==> src/rtl/sys_cmd_pkg.sv <==
// sys_cmd_pkg: shared definitions for the host-side command serialiser and
// the system-controller decoder that receives its frames.
//   - cmd_type encodings and the opcode byte that starts each frame
//   - FSM state encoding used by sys_cmd_host and sys_cmd_tx_byte_hs
//   - per-type frame length (bytes sent) and response length (bytes expected)
package sys_cmd_pkg;

    localparam logic [1:0] CMD_RF_WR   = 2'd0;
    localparam logic [1:0] CMD_RF_RD   = 2'd1;
    localparam logic [1:0] CMD_ALU_OP  = 2'd2;
    localparam logic [1:0] CMD_ALU_NOP = 2'd3;

    localparam logic [7:0] OPC_RF_WR   = 8'hAA;
    localparam logic [7:0] OPC_RF_RD   = 8'hBB;
    localparam logic [7:0] OPC_ALU_OP  = 8'hCC;
    localparam logic [7:0] OPC_ALU_NOP = 8'hDD;

    localparam logic [2:0] ST_IDLE    = 3'd0;
    localparam logic [2:0] ST_SEND    = 3'd1;
    localparam logic [2:0] ST_WAIT_BH = 3'd2;
    localparam logic [2:0] ST_WAIT_BL = 3'd3;
    localparam logic [2:0] ST_RSP     = 3'd4;
    localparam logic [2:0] ST_DONE    = 3'd5;

    function automatic logic [7:0] opcode(input logic [1:0] t);
        case (t)
            CMD_RF_WR:  opcode = OPC_RF_WR;
            CMD_RF_RD:  opcode = OPC_RF_RD;
            CMD_ALU_OP: opcode = OPC_ALU_OP;
            default:    opcode = OPC_ALU_NOP;
        endcase
    endfunction

    // Bytes on the wire, opcode included.
    function automatic logic [2:0] frame_len(input logic [1:0] t);
        case (t)
            CMD_RF_WR:  frame_len = 3'd3;
            CMD_RF_RD:  frame_len = 3'd2;
            CMD_ALU_OP: frame_len = 3'd4;
            default:    frame_len = 3'd2;
        endcase
    endfunction

    // Response bytes returned by the controller, LSB first.
    function automatic logic [1:0] rsp_len(input logic [1:0] t);
        case (t)
            CMD_RF_WR: rsp_len = 2'd0;
            CMD_RF_RD: rsp_len = 2'd1;
            default:   rsp_len = 2'd2;
        endcase
    endfunction

endpackage

==> src/rtl/sys_cmd_tx_byte_hs.sv <==
// sys_cmd_tx_byte_hs: busy-handshake byte sender in front of a UART TX.
// Walks SEND -> WAIT_BH -> WAIT_BL for each byte so a byte is strobed exactly
// once: it waits for busy to rise (TX took it) and then fall (TX finished).
// Ports:
//   clk, reset     clock, synchronous active-high reset
//   start          begin a frame (byte 0 sent from SEND)
//   more           another byte follows the current one
//   byte_in        byte to send while in SEND
//   busy           UART TX busy
//   tx_p_data      byte to UART TX (held after the strobe)
//   tx_d_vld       one-cycle strobe
//   byte_done      current byte fully transmitted (WAIT_BL with busy low)
module sys_cmd_tx_byte_hs
    import sys_cmd_pkg::*;
#(
    parameter int DATA_WIDTH = 8
) (
    input  logic                  clk,
    input  logic                  reset,
    input  logic                  start,
    input  logic                  more,
    input  logic [DATA_WIDTH-1:0] byte_in,
    input  logic                  busy,
    output logic [DATA_WIDTH-1:0] tx_p_data,
    output logic                  tx_d_vld,
    output logic                  byte_done
);

    logic [2:0] phase;

    assign byte_done = (phase == ST_WAIT_BL) && !busy;

    always_ff @(posedge clk) begin
        if (reset) begin
            phase     <= ST_IDLE;
            tx_p_data <= '0;
            tx_d_vld  <= 1'b0;
        end else begin
            tx_d_vld <= 1'b0;
            case (phase)
                ST_IDLE:    if (start) phase <= ST_SEND;
                ST_SEND: begin
                    if (!busy) begin
                        tx_p_data <= byte_in;
                        tx_d_vld  <= 1'b1;
                        phase     <= ST_WAIT_BH;
                    end
                end
                ST_WAIT_BH: if (busy) phase <= ST_WAIT_BL;
                ST_WAIT_BL: if (!busy) phase <= more ? ST_SEND : ST_IDLE;
                default:    phase <= ST_IDLE;
            endcase
        end
    end

endmodule

==> src/rtl/sys_cmd_host.sv <==
// sys_cmd_host: serialises RF-write / RF-read / ALU commands into UART byte
// frames and collects the controller's response bytes.
// Optional feature macro: SYS_CMD_HOST_TIMEOUT_EN (response timeout of
// TIMEOUT_CYC cycles; without it RSP waits indefinitely).
// Ports:
//   clk, reset                       clock, synchronous active-high reset
//   cmd_valid/cmd_ready              command handshake (ready only in IDLE)
//   cmd_type/addr/wdata/op_a/op_b/fun  command fields, latched on accept
//   uart_tx_p_data/uart_tx_d_vld     byte + strobe to UART TX
//   uart_tx_busy                     UART TX busy
//   uart_rx_p_data/uart_rx_d_vld     byte + strobe from UART RX
//   rsp_data/rsp_valid/rsp_err       response word, completion and error pulses
module sys_cmd_host
    import sys_cmd_pkg::*;
#(
    parameter int DATA_WIDTH  = 8,
    parameter int RF_ADDR     = 4,
    parameter int TIMEOUT_CYC = 4096
) (
    input  logic                    clk,
    input  logic                    reset,
    input  logic                    cmd_valid,
    output logic                    cmd_ready,
    input  logic [1:0]              cmd_type,
    input  logic [RF_ADDR-1:0]      cmd_addr,
    input  logic [DATA_WIDTH-1:0]   cmd_wdata,
    input  logic [DATA_WIDTH-1:0]   cmd_op_a,
    input  logic [DATA_WIDTH-1:0]   cmd_op_b,
    input  logic [3:0]              cmd_fun,
    output logic [DATA_WIDTH-1:0]   uart_tx_p_data,
    output logic                    uart_tx_d_vld,
    input  logic                    uart_tx_busy,
    input  logic [DATA_WIDTH-1:0]   uart_rx_p_data,
    input  logic                    uart_rx_d_vld,
    output logic [2*DATA_WIDTH-1:0] rsp_data,
    output logic                    rsp_valid,
    output logic                    rsp_err
);

    if (TIMEOUT_CYC < 2) begin : g_bad_timeout
        $error("TIMEOUT_CYC must be at least 2");
    end

    // ST_SEND here covers the whole byte-sender walk; the sender tracks
    // SEND/WAIT_BH/WAIT_BL itself.
    logic [2:0]            state;
    logic [1:0]            c_type;
    logic [RF_ADDR-1:0]    c_addr;
    logic [DATA_WIDTH-1:0] c_wdata, c_op_a, c_op_b;
    logic [3:0]            c_fun;
    logic [2:0]            idx;
    logic [1:0]            rx_cnt;
    logic [DATA_WIDTH-1:0] cur_byte;
    logic                  accept, more, byte_done, to_hit;

    assign cmd_ready = (state == ST_IDLE);
    assign rsp_valid = (state == ST_DONE);
    assign accept    = cmd_valid && cmd_ready;
    assign more      = (idx + 3'd1) < frame_len(c_type);

    always_comb begin
        cur_byte = '0;
        case (idx)
            3'd0: cur_byte = DATA_WIDTH'(opcode(c_type));
            3'd1: begin
                case (c_type)
                    CMD_ALU_OP:  cur_byte = c_op_a;
                    CMD_ALU_NOP: cur_byte = DATA_WIDTH'(c_fun);
                    default:     cur_byte = DATA_WIDTH'(c_addr);
                endcase
            end
            3'd2:    cur_byte = (c_type == CMD_ALU_OP) ? c_op_b : c_wdata;
            3'd3:    cur_byte = DATA_WIDTH'(c_fun);
            default: cur_byte = '0;
        endcase
    end

    sys_cmd_tx_byte_hs #(.DATA_WIDTH(DATA_WIDTH)) u_tx_hs (
        .clk       (clk),
        .reset     (reset),
        .start     (accept),
        .more      (more),
        .byte_in   (cur_byte),
        .busy      (uart_tx_busy),
        .tx_p_data (uart_tx_p_data),
        .tx_d_vld  (uart_tx_d_vld),
        .byte_done (byte_done)
    );

`ifdef SYS_CMD_HOST_TIMEOUT_EN
    localparam int TO_W = (TIMEOUT_CYC > 2) ? $clog2(TIMEOUT_CYC) : 1;
    logic [TO_W-1:0] to_cnt;

    // Held at zero outside RSP, so it starts from zero on entry.
    always_ff @(posedge clk) begin
        if (reset || state != ST_RSP || uart_rx_d_vld) to_cnt <= '0;
        else                                           to_cnt <= to_cnt + 1'b1;
    end

    // An RX byte in the same cycle wins over the timeout.
    assign to_hit = (state == ST_RSP) && !uart_rx_d_vld &&
                    (to_cnt == TO_W'(TIMEOUT_CYC - 1));
`else
    assign to_hit = 1'b0;
`endif

    always_ff @(posedge clk) begin
        if (reset) begin
            state    <= ST_IDLE;
            c_type   <= '0;
            c_addr   <= '0;
            c_wdata  <= '0;
            c_op_a   <= '0;
            c_op_b   <= '0;
            c_fun    <= '0;
            idx      <= '0;
            rx_cnt   <= '0;
            rsp_data <= '0;
            rsp_err  <= 1'b0;
        end else begin
            // Bytes outside RSP are dropped; a timeout reports alongside rsp_valid.
            rsp_err <= (uart_rx_d_vld && state != ST_RSP) || to_hit;
            case (state)
                ST_IDLE: begin
                    if (cmd_valid) begin
                        c_type   <= cmd_type;
                        c_addr   <= cmd_addr;
                        c_wdata  <= cmd_wdata;
                        c_op_a   <= cmd_op_a;
                        c_op_b   <= cmd_op_b;
                        c_fun    <= cmd_fun;
                        idx      <= '0;
                        rx_cnt   <= '0;
                        rsp_data <= '0;
                        state    <= ST_SEND;
                    end
                end
                ST_SEND: begin
                    if (byte_done) begin
                        idx <= idx + 3'd1;
                        if (!more)
                            state <= (rsp_len(c_type) != 2'd0) ? ST_RSP : ST_DONE;
                    end
                end
                ST_RSP: begin
                    if (uart_rx_d_vld) begin
                        if (rx_cnt == 2'd0) rsp_data[DATA_WIDTH-1:0]            <= uart_rx_p_data;
                        else                rsp_data[2*DATA_WIDTH-1:DATA_WIDTH] <= uart_rx_p_data;
                        rx_cnt <= rx_cnt + 2'd1;
                        if (rx_cnt + 2'd1 == rsp_len(c_type)) state <= ST_DONE;
                    end else if (to_hit) begin
                        state <= ST_DONE;
                    end
                end
                ST_DONE: state <= ST_IDLE;
                default: state <= ST_IDLE;
            endcase
        end
    end

endmodule
==> config.mk <==
export PLATFORM = sky130hd
export DESIGN_NAME = sys_cmd_host
export DESIGN_NICKNAME = d
export VERILOG_FILES = /design/src/rtl/sys_cmd_pkg.sv /design/src/rtl/sys_cmd_tx_byte_hs.sv /design/src/rtl/sys_cmd_host.sv
export SDC_FILE = /design/constraint.sdc
export NUM_CORES = 1
export LEC_CHECK = 0
export CAP_MARGIN = 20
export CORE_UTILIZATION = 55
export CTS_BUF_LIST = sky130_fd_sc_hd__clkbuf_8
export DETAILED_ROUTE_END_ITERATION = 16
export PLACE_DENSITY = 0.88
export SLEW_MARGIN = 10
export SYNTH_ARGS = -nofsm -noshare
export SYNTH_HDL_FRONTEND = slang
export SYNTH_SLANG_ARGS = --single-unit
export TNS_END_PERCENT = 5
==> constraint.sdc <==
create_clock -name clk -period 5 [get_ports clk]
set_input_delay 0.5 -clock clk [delete_from_list [all_inputs] [get_ports clk]]
set_output_delay 0.5 -clock clk [all_outputs]
set_load 0.05 [all_outputs]
# Word level (Yosys, flattened, before mapping)

Index checks and enable logic that the tools add are counted.

Flip-flop bits (word level): 71
Output and inout bits: 28
Word-level logic and storage cells: 104
Bits of input ports: 47

Magnitude comparators: 1
Eq/ne operators: 25
Reductions and logical operators: 21
Bitwise gates (word level): 2
Add/sub/neg operators: 2
Mux-type cells: 38

Operator list:

| cell                                           | count |
|---|---|
| 2-to-1 mux 3 bit                               | 11 |
| 2-to-1 mux 16 bit                              | 2 |
| one-hot mux 16 bit (2 select lines)            | 1 |
| one-hot mux 8 bit (4 select lines)             | 1 |
| 2-to-1 mux 8 bit                               | 3 |
| inequality test 2 bit (second input constant)  | 11 |
| one-hot mux 7 bit (3 select lines)             | 1 |
| 2-to-1 mux 2 bit                               | 9 |
| one-hot mux 8 bit (2 select lines)             | 1 |
| == test 3 x 2 -> 1 bit (second input constant) | 4 |
| one-hot mux 3 bit (2 select lines)             | 2 |
| one-hot mux 3 bit (4 select lines)             | 1 |
| AND reduction 4 bit                            | 3 |
| == test 3 x 1 -> 1 bit (second input constant) | 3 |
| zero test 3 bit                                | 3 |
| one-hot mux 3 bit (3 select lines)             | 1 |
| one-hot mux 2 bit (2 select lines)             | 2 |
| == test 3 bit (second input constant)          | 2 |
| AND reduction 3 bit                            | 2 |
| nonzero test 2 bit                             | 3 |
| AND reduction 5 bit                            | 1 |
| == test 2 bit (second input constant)          | 2 |
| zero test 2 bit                                | 2 |
| AND reduction 2 bit                            | 2 |
| other kinds (11)                               | 16 |

# Longest topological paths before layout

Depth in word-level cells: 12
Depth in mapped cells: 10

# Hierarchy

A second synthesis with hierarchy kept.

Cell total of the unflattened synthesis: 395
Area, all modules: 3284.4 µm²

Modules (own cells, without submodules):

| module             | area each (µm²) | instances | cells an instance |
|---|---|---|---|
| sys_cmd_host       | 2776.4          | 1         | 337 |
| sys_cmd_tx_byte_hs | 508.0           | 1         | 58 |

# Worst setup path after synthesis

Ideal clock, no wire load.

Kind: reg-to-reg
Start: register idx[0]
End: register state[0]
Stages on the path, launching flop included: 10
Slack: 2.904 ns
Arrival: 2.029 ns
Setup time: 0.067 ns
Cells stage by stage: dfxtp_1 ha_1 ha_1 inv_1 ha_1 nand2_1 a211oi_1 o211ai_1 or3_1 a21oi_2

Cells in the longest elaborated chain, start to end: 4

RTL lines:

| what                                   | RTL line            | source |
|---|---|---|
| start, declared                        | sys_cmd_host.sv:51  | `logic [2:0] idx;` |
| start signal, assigned                 | sys_cmd_host.sv:140 | `idx <= idx + 3'd1;` |
| adder 3 x 1 -> 3 bit                   | sys_cmd_host.sv:59  | `assign more = (idx + 3'd1) < frame_len(c_type);` |
| < comparator 3 bit                     | sys_cmd_host.sv:59  |  |
| inequality test 2 bit (no source line) | --                  |  |
| AND reduction 5 bit (no source line)   | --                  |  |
| end signal, assigned                   | sys_cmd_host.sv:142 | `state <= (rsp_len(c_type) != 2'd0) ? ST_RSP : ST_DONE;` |
| end, declared                          | sys_cmd_host.sv:46  | `logic [2:0] state;` |

Every way passes these cells.
A chain may end at the register's enable or synchronous reset.

# Worst setup path after layout

Start: register state[0]
End: output cmd_ready

Cells in the longest elaborated chain, start to end: 1

RTL lines:

| what            | RTL line           | source |
|---|---|---|
| zero test 3 bit | sys_cmd_host.sv:56 | `assign cmd_ready = (state == ST_IDLE);` |
| end, declared   | sys_cmd_host.sv:23 | `output logic cmd_ready,` |

Every way passes these cells.

==> parameters.txt <==
Parameter                              Value

STA
  Worst Clk Skew    about 0.0062 ns
  Total count of max-transition violations in the final report    0
  Fmax    398 MHz
  Worst slew pin tran    0.923 ns
  Remaining max-slew budget at the tightest pin    approximately two fifths
  RSZ-0062 raised after global routing    false
  Minimum period implied by the final worst setup slack    2.51 ns
  Final hold vios    0
  Post-route clock period utilization    50.3%
  Count of final setup violators    0
  Summed negative setup slack over all endpoints    0 ns

Clock tree
  Clock sinks    between 60 and 70
  Clock latency of the later-clocked register in the worst-skew pair    0.35 ns
  Setup repair bufs after CTS    0
  Clock-pin slew of the registers on the worst-case setup and hold paths    0.07 ns
  CTS tree    yes
  Resize count post-CTS    0
  Hold buffer count at CTS    0
  CTS Root Cell    clkbuf_8
  Clock tree buffer depth    2
  Htree depth    3
  Inserted Clock Buffers    9

Synthesis
  Count of warnings emitted by yosys    0
  Xor and xnor fraction of the mapped netlist area    0.278%
  Dominant register cell in the synthesized netlist    dfxtp_1
  Number of synthesized register bits    69
  Number of instances in the synthesized netlist    approximately 400
  Synth Area in Adders    6.76%
  Combinational family with the most area after synthesis    simple AND/OR/NAND/NOR gates
  Complex-gate fraction of the synthesized area    between 20% and 30%
  Syn_nets    about 460
  Fraction of the yosys area taken by sequential cells    between 40% and 50%
  Share of synthesized registers carrying an async set or reset    0%
  Number of synthesized flops with an enable pin    0
  Share of synthesized cell area in and, or, nand and nor gates    22.2%
  Mapped cell area    between 3000 and 4000 um2
  Share of cell area taken by muxes after synthesis    1.47%
  Library cells used by synthesis    39
  Avg Inst Size Synth    7.89 um2

Placement
  DPL Wire Length    5.30 mm
  Final Wtd Congestion    a little under 1
  Area of placed instances    3880 um2
  I/O Buffers    74

Setup path
  Total buffers and inverters traversed by the critical path    2
  CP max-delay cell    clkdlybuf4s50_1
  Critical setup path kind    reg2out
  Chain of cells forming the critical path    inv_1, ha_1, clkdlybuf4s50_1
  Stage delay of the slowest cell on the critical path    0.87 ns
  Category of cells accounting for the largest share of critical-path delay    buffers and inverters
  Crit path arrival time    2.01 ns
  Capturing point of the worst reg2reg path    state[0]$_SDFFE_PP0P_
  Reg-to-reg slack, setup    2.58 ns
  Number of cells on the worst reg-to-reg path    8
  Required arrival time at the worst endpoint    between 4 and 5 ns
  Startpoint of the worst register-to-register path    c_type[0]$_SDFFE_PP0P_
  Stages on the worst setup path    3
  Crit. End Element    output pin
  Critical Path Start Type    flop
  CP Launch Point    state[0]$_SDFFE_PP0P_
  Worst setup path endpoint    cmd_ready
  Maximum fanout along the worst path    10

Power
  Switching Fraction    40.1%
  Register share of total power    approximately 38%
  Leakage component of the power    1.51 nW
  NetSw    0.751 mW
  Largest voltage drop on the vdd net    401 uV
  Cell Pwr Density    459 nW/um2
  Comb pwr share    between 30 and 40%
  Internal power contribution    1.12 mW
  Clock network fraction of total power    22.8%

Finish
  Number of inserted diodes    0
  Net count of the finished layout    about 530
  Most common cell after layout, fill and taps aside    nand2_1
  Non-Filler Cell Area, Final    4080 um2
  Area overhead of the layout relative to synthesis    29.6%
  Commonest cells after routing, fill and taps aside    nand2_1 (108), clkdlybuf4s50_1 (73), a21oi_1 (70)
  Share of cells above drive strength 1    4.91%

GRT
  Overall global routing resource usage    27.6%
  First-pass GRT wire length    13.0 mm
  Pin count of the biggest net entering global routing    70
  Remaining Overflow, GRT    0
  Initial antenna violation count    0
  Via count of the first global-routing pass    around 2,900

Detailed routing
  Number of design rule violations left after detail routing    0
  DR WL/cell    14.4 um
  Number of detailed-route iterations in the first pass    6
  Final WL    7.77 mm
  Total via count in the routed design    3,019
  Post-DRT Antenna Nets    0
  Number of DRC violations after detailed-routing iteration 0    about 260
  Avg Vias per Cell    around 5.6

Job
  # Max-Cap Violations    0

Die
  Chip width    77.7 um
  Starting utilization of the core area    57.2%
  CORE AREA    approximately 5500 um2
  Count of pins on the block boundary    75
  Height of the die    between 70 and 80 um
  Area of the die    between 6000 and 7000 um2
  Number of core rows    27

Hold path
  Path class of the lowest-slack min-delay path    reg2reg

Outcome
  Outcome    finished clean
==> per-stage QoR <==
stage                     total power [mW]  std cells  utilization, %  setup WS, ns  hold slack, ns
final                                 1.87        540            74.1          2.49           0.458
after global routing                  1.99        540            74.1          2.38           0.480
after CTS                             1.86        539            73.8          2.49           0.461
after detailed placement              1.44        524            70.5          2.63           0.451
after global placement                1.42        524            70.5          2.73           0.443
after floorplan                       1.24        399               -          2.90           0.432
==> synthesized netlist by cell type (2+ instances only) <==
cell | number | area, um2
buf_2 | 4 | 20.0
nand2_1 | 108 | 405
nor2b_1 | 3 | 18.8
nor3_1 | 2 | 10.0
a21o_1 | 3 | 22.5
a221oi_1 | 3 | 26.3
clkbuf_1 | 17 | 63.8
a311oi_1 | 5 | 43.8
o21ai_0 | 6 | 30.0
and2_1 | 2 | 12.5
nand3_1 | 22 | 110
a21oi_1 | 70 | 350
ha_1 | 17 | 213
or4_1 | 2 | 15.0
a32oi_1 | 2 | 17.5
inv_1 | 15 | 56.3
nand2b_1 | 6 | 37.5
nor2_1 | 17 | 63.8
and3_1 | 2 | 12.5
a211oi_1 | 2 | 15.0
a2111oi_0 | 2 | 17.5
mux2i_1 | 2 | 20.0
o211ai_1 | 2 | 15.0
dfxtp_1 | 69 | 1380
buf_6 | 2 | 22.5
==> sequential cells by signal, indices dropped and copies added (netlist names), 3 cells and up <==
register           count
c_wdata                8
u_tx_hs.tx_p_data      8
c_fun                  4
c_op_a                 8
c_addr                 4
rsp_data              16
idx                    3
c_op_b                 8
==> how the worst min path moves through the flow <==
stage / startpoint / end / cells past startpoint
after floorplan: c_op_a[5]$_SDFFE_PP0P_ / c_op_a[5]$_SDFFE_PP0P_ / 2
after global placement: rsp_data[3]$_SDFFE_PP0P_ / rsp_data[3]$_SDFFE_PP0P_ / 2
after detailed placement: rsp_data[7]$_SDFFE_PP0P_ / rsp_data[7]$_SDFFE_PP0P_ / 2
after CTS: c_wdata[4]$_SDFFE_PP0P_ / c_wdata[4]$_SDFFE_PP0P_ / 2
after global routing: rsp_data[0]$_SDFFE_PP0P_ / rsp_data[0]$_SDFFE_PP0P_ / 2
final: rsp_data[10]$_SDFFE_PP0P_ / rsp_data[10]$_SDFFE_PP0P_ / 2
==> power by group through the flow <==
stage	clock network [mW]	logic [mW]	registers (mW)
final	0.427	0.738	0.707
after global routing	0.456	0.815	0.717
after CTS	0.430	0.728	0.705
after detailed placement	0	0.723	0.716
after global placement	0	0.709	0.714
after floorplan	0	0.472	0.771
==> worst reg2reg max path: stages (launching register included) <==
cell,delay (ns)
dfxtp_1,0.48
nand2b_1,0.41
inv_2,0.16
ha_1,0.30
nand2_1,0.06
a211oi_1,0.22
o211ai_1,0.19
or3_1,0.39
a21oi_2,0.13
==> cells by family (layout without fill, tap and decap cells) <==
kind of cell | after synthesis | count (layout)
multiplexers | 4 | 4
AO/OA/AOI/OAI | 103 | 103
XOR/XNOR | 1 | 1
adder cells (fa/ha/maj) | 17 | 17
AND/OR/NAND/NOR | 166 | 166
flip-flops | 69 | 69
buffers and inverters | 39 | 108
==> routing by layer <==
| layer | up-vias | routed length [um] | share of wire, % | GRT usage (%) |
|---|---|---|---|---|
| li1 | 1483 | - | - | - |
| met1 | 1396 | 3260 | 42 | 32.5 |
| met2 | 113 | 3760 | 48 | 46.5 |
| met3 | 27 | 455 | 5.9 | 5.29 |
| met4 | 0 | 298 | 3.8 | 16.6 |
| met5 | - | 0 | 0 | 0 |
==> cell type report <==
type                    instances  area [um2]
clock buffers                   9         124
clock inverters                 6        57.6
fillers                       416        1430
inverters                      16        60.1
multi-input cells             291        1600
flip-flops and latches         69        1380
well taps                      72        90.1
repair buffers                 77         766
(Power assumes the default switching activity.)
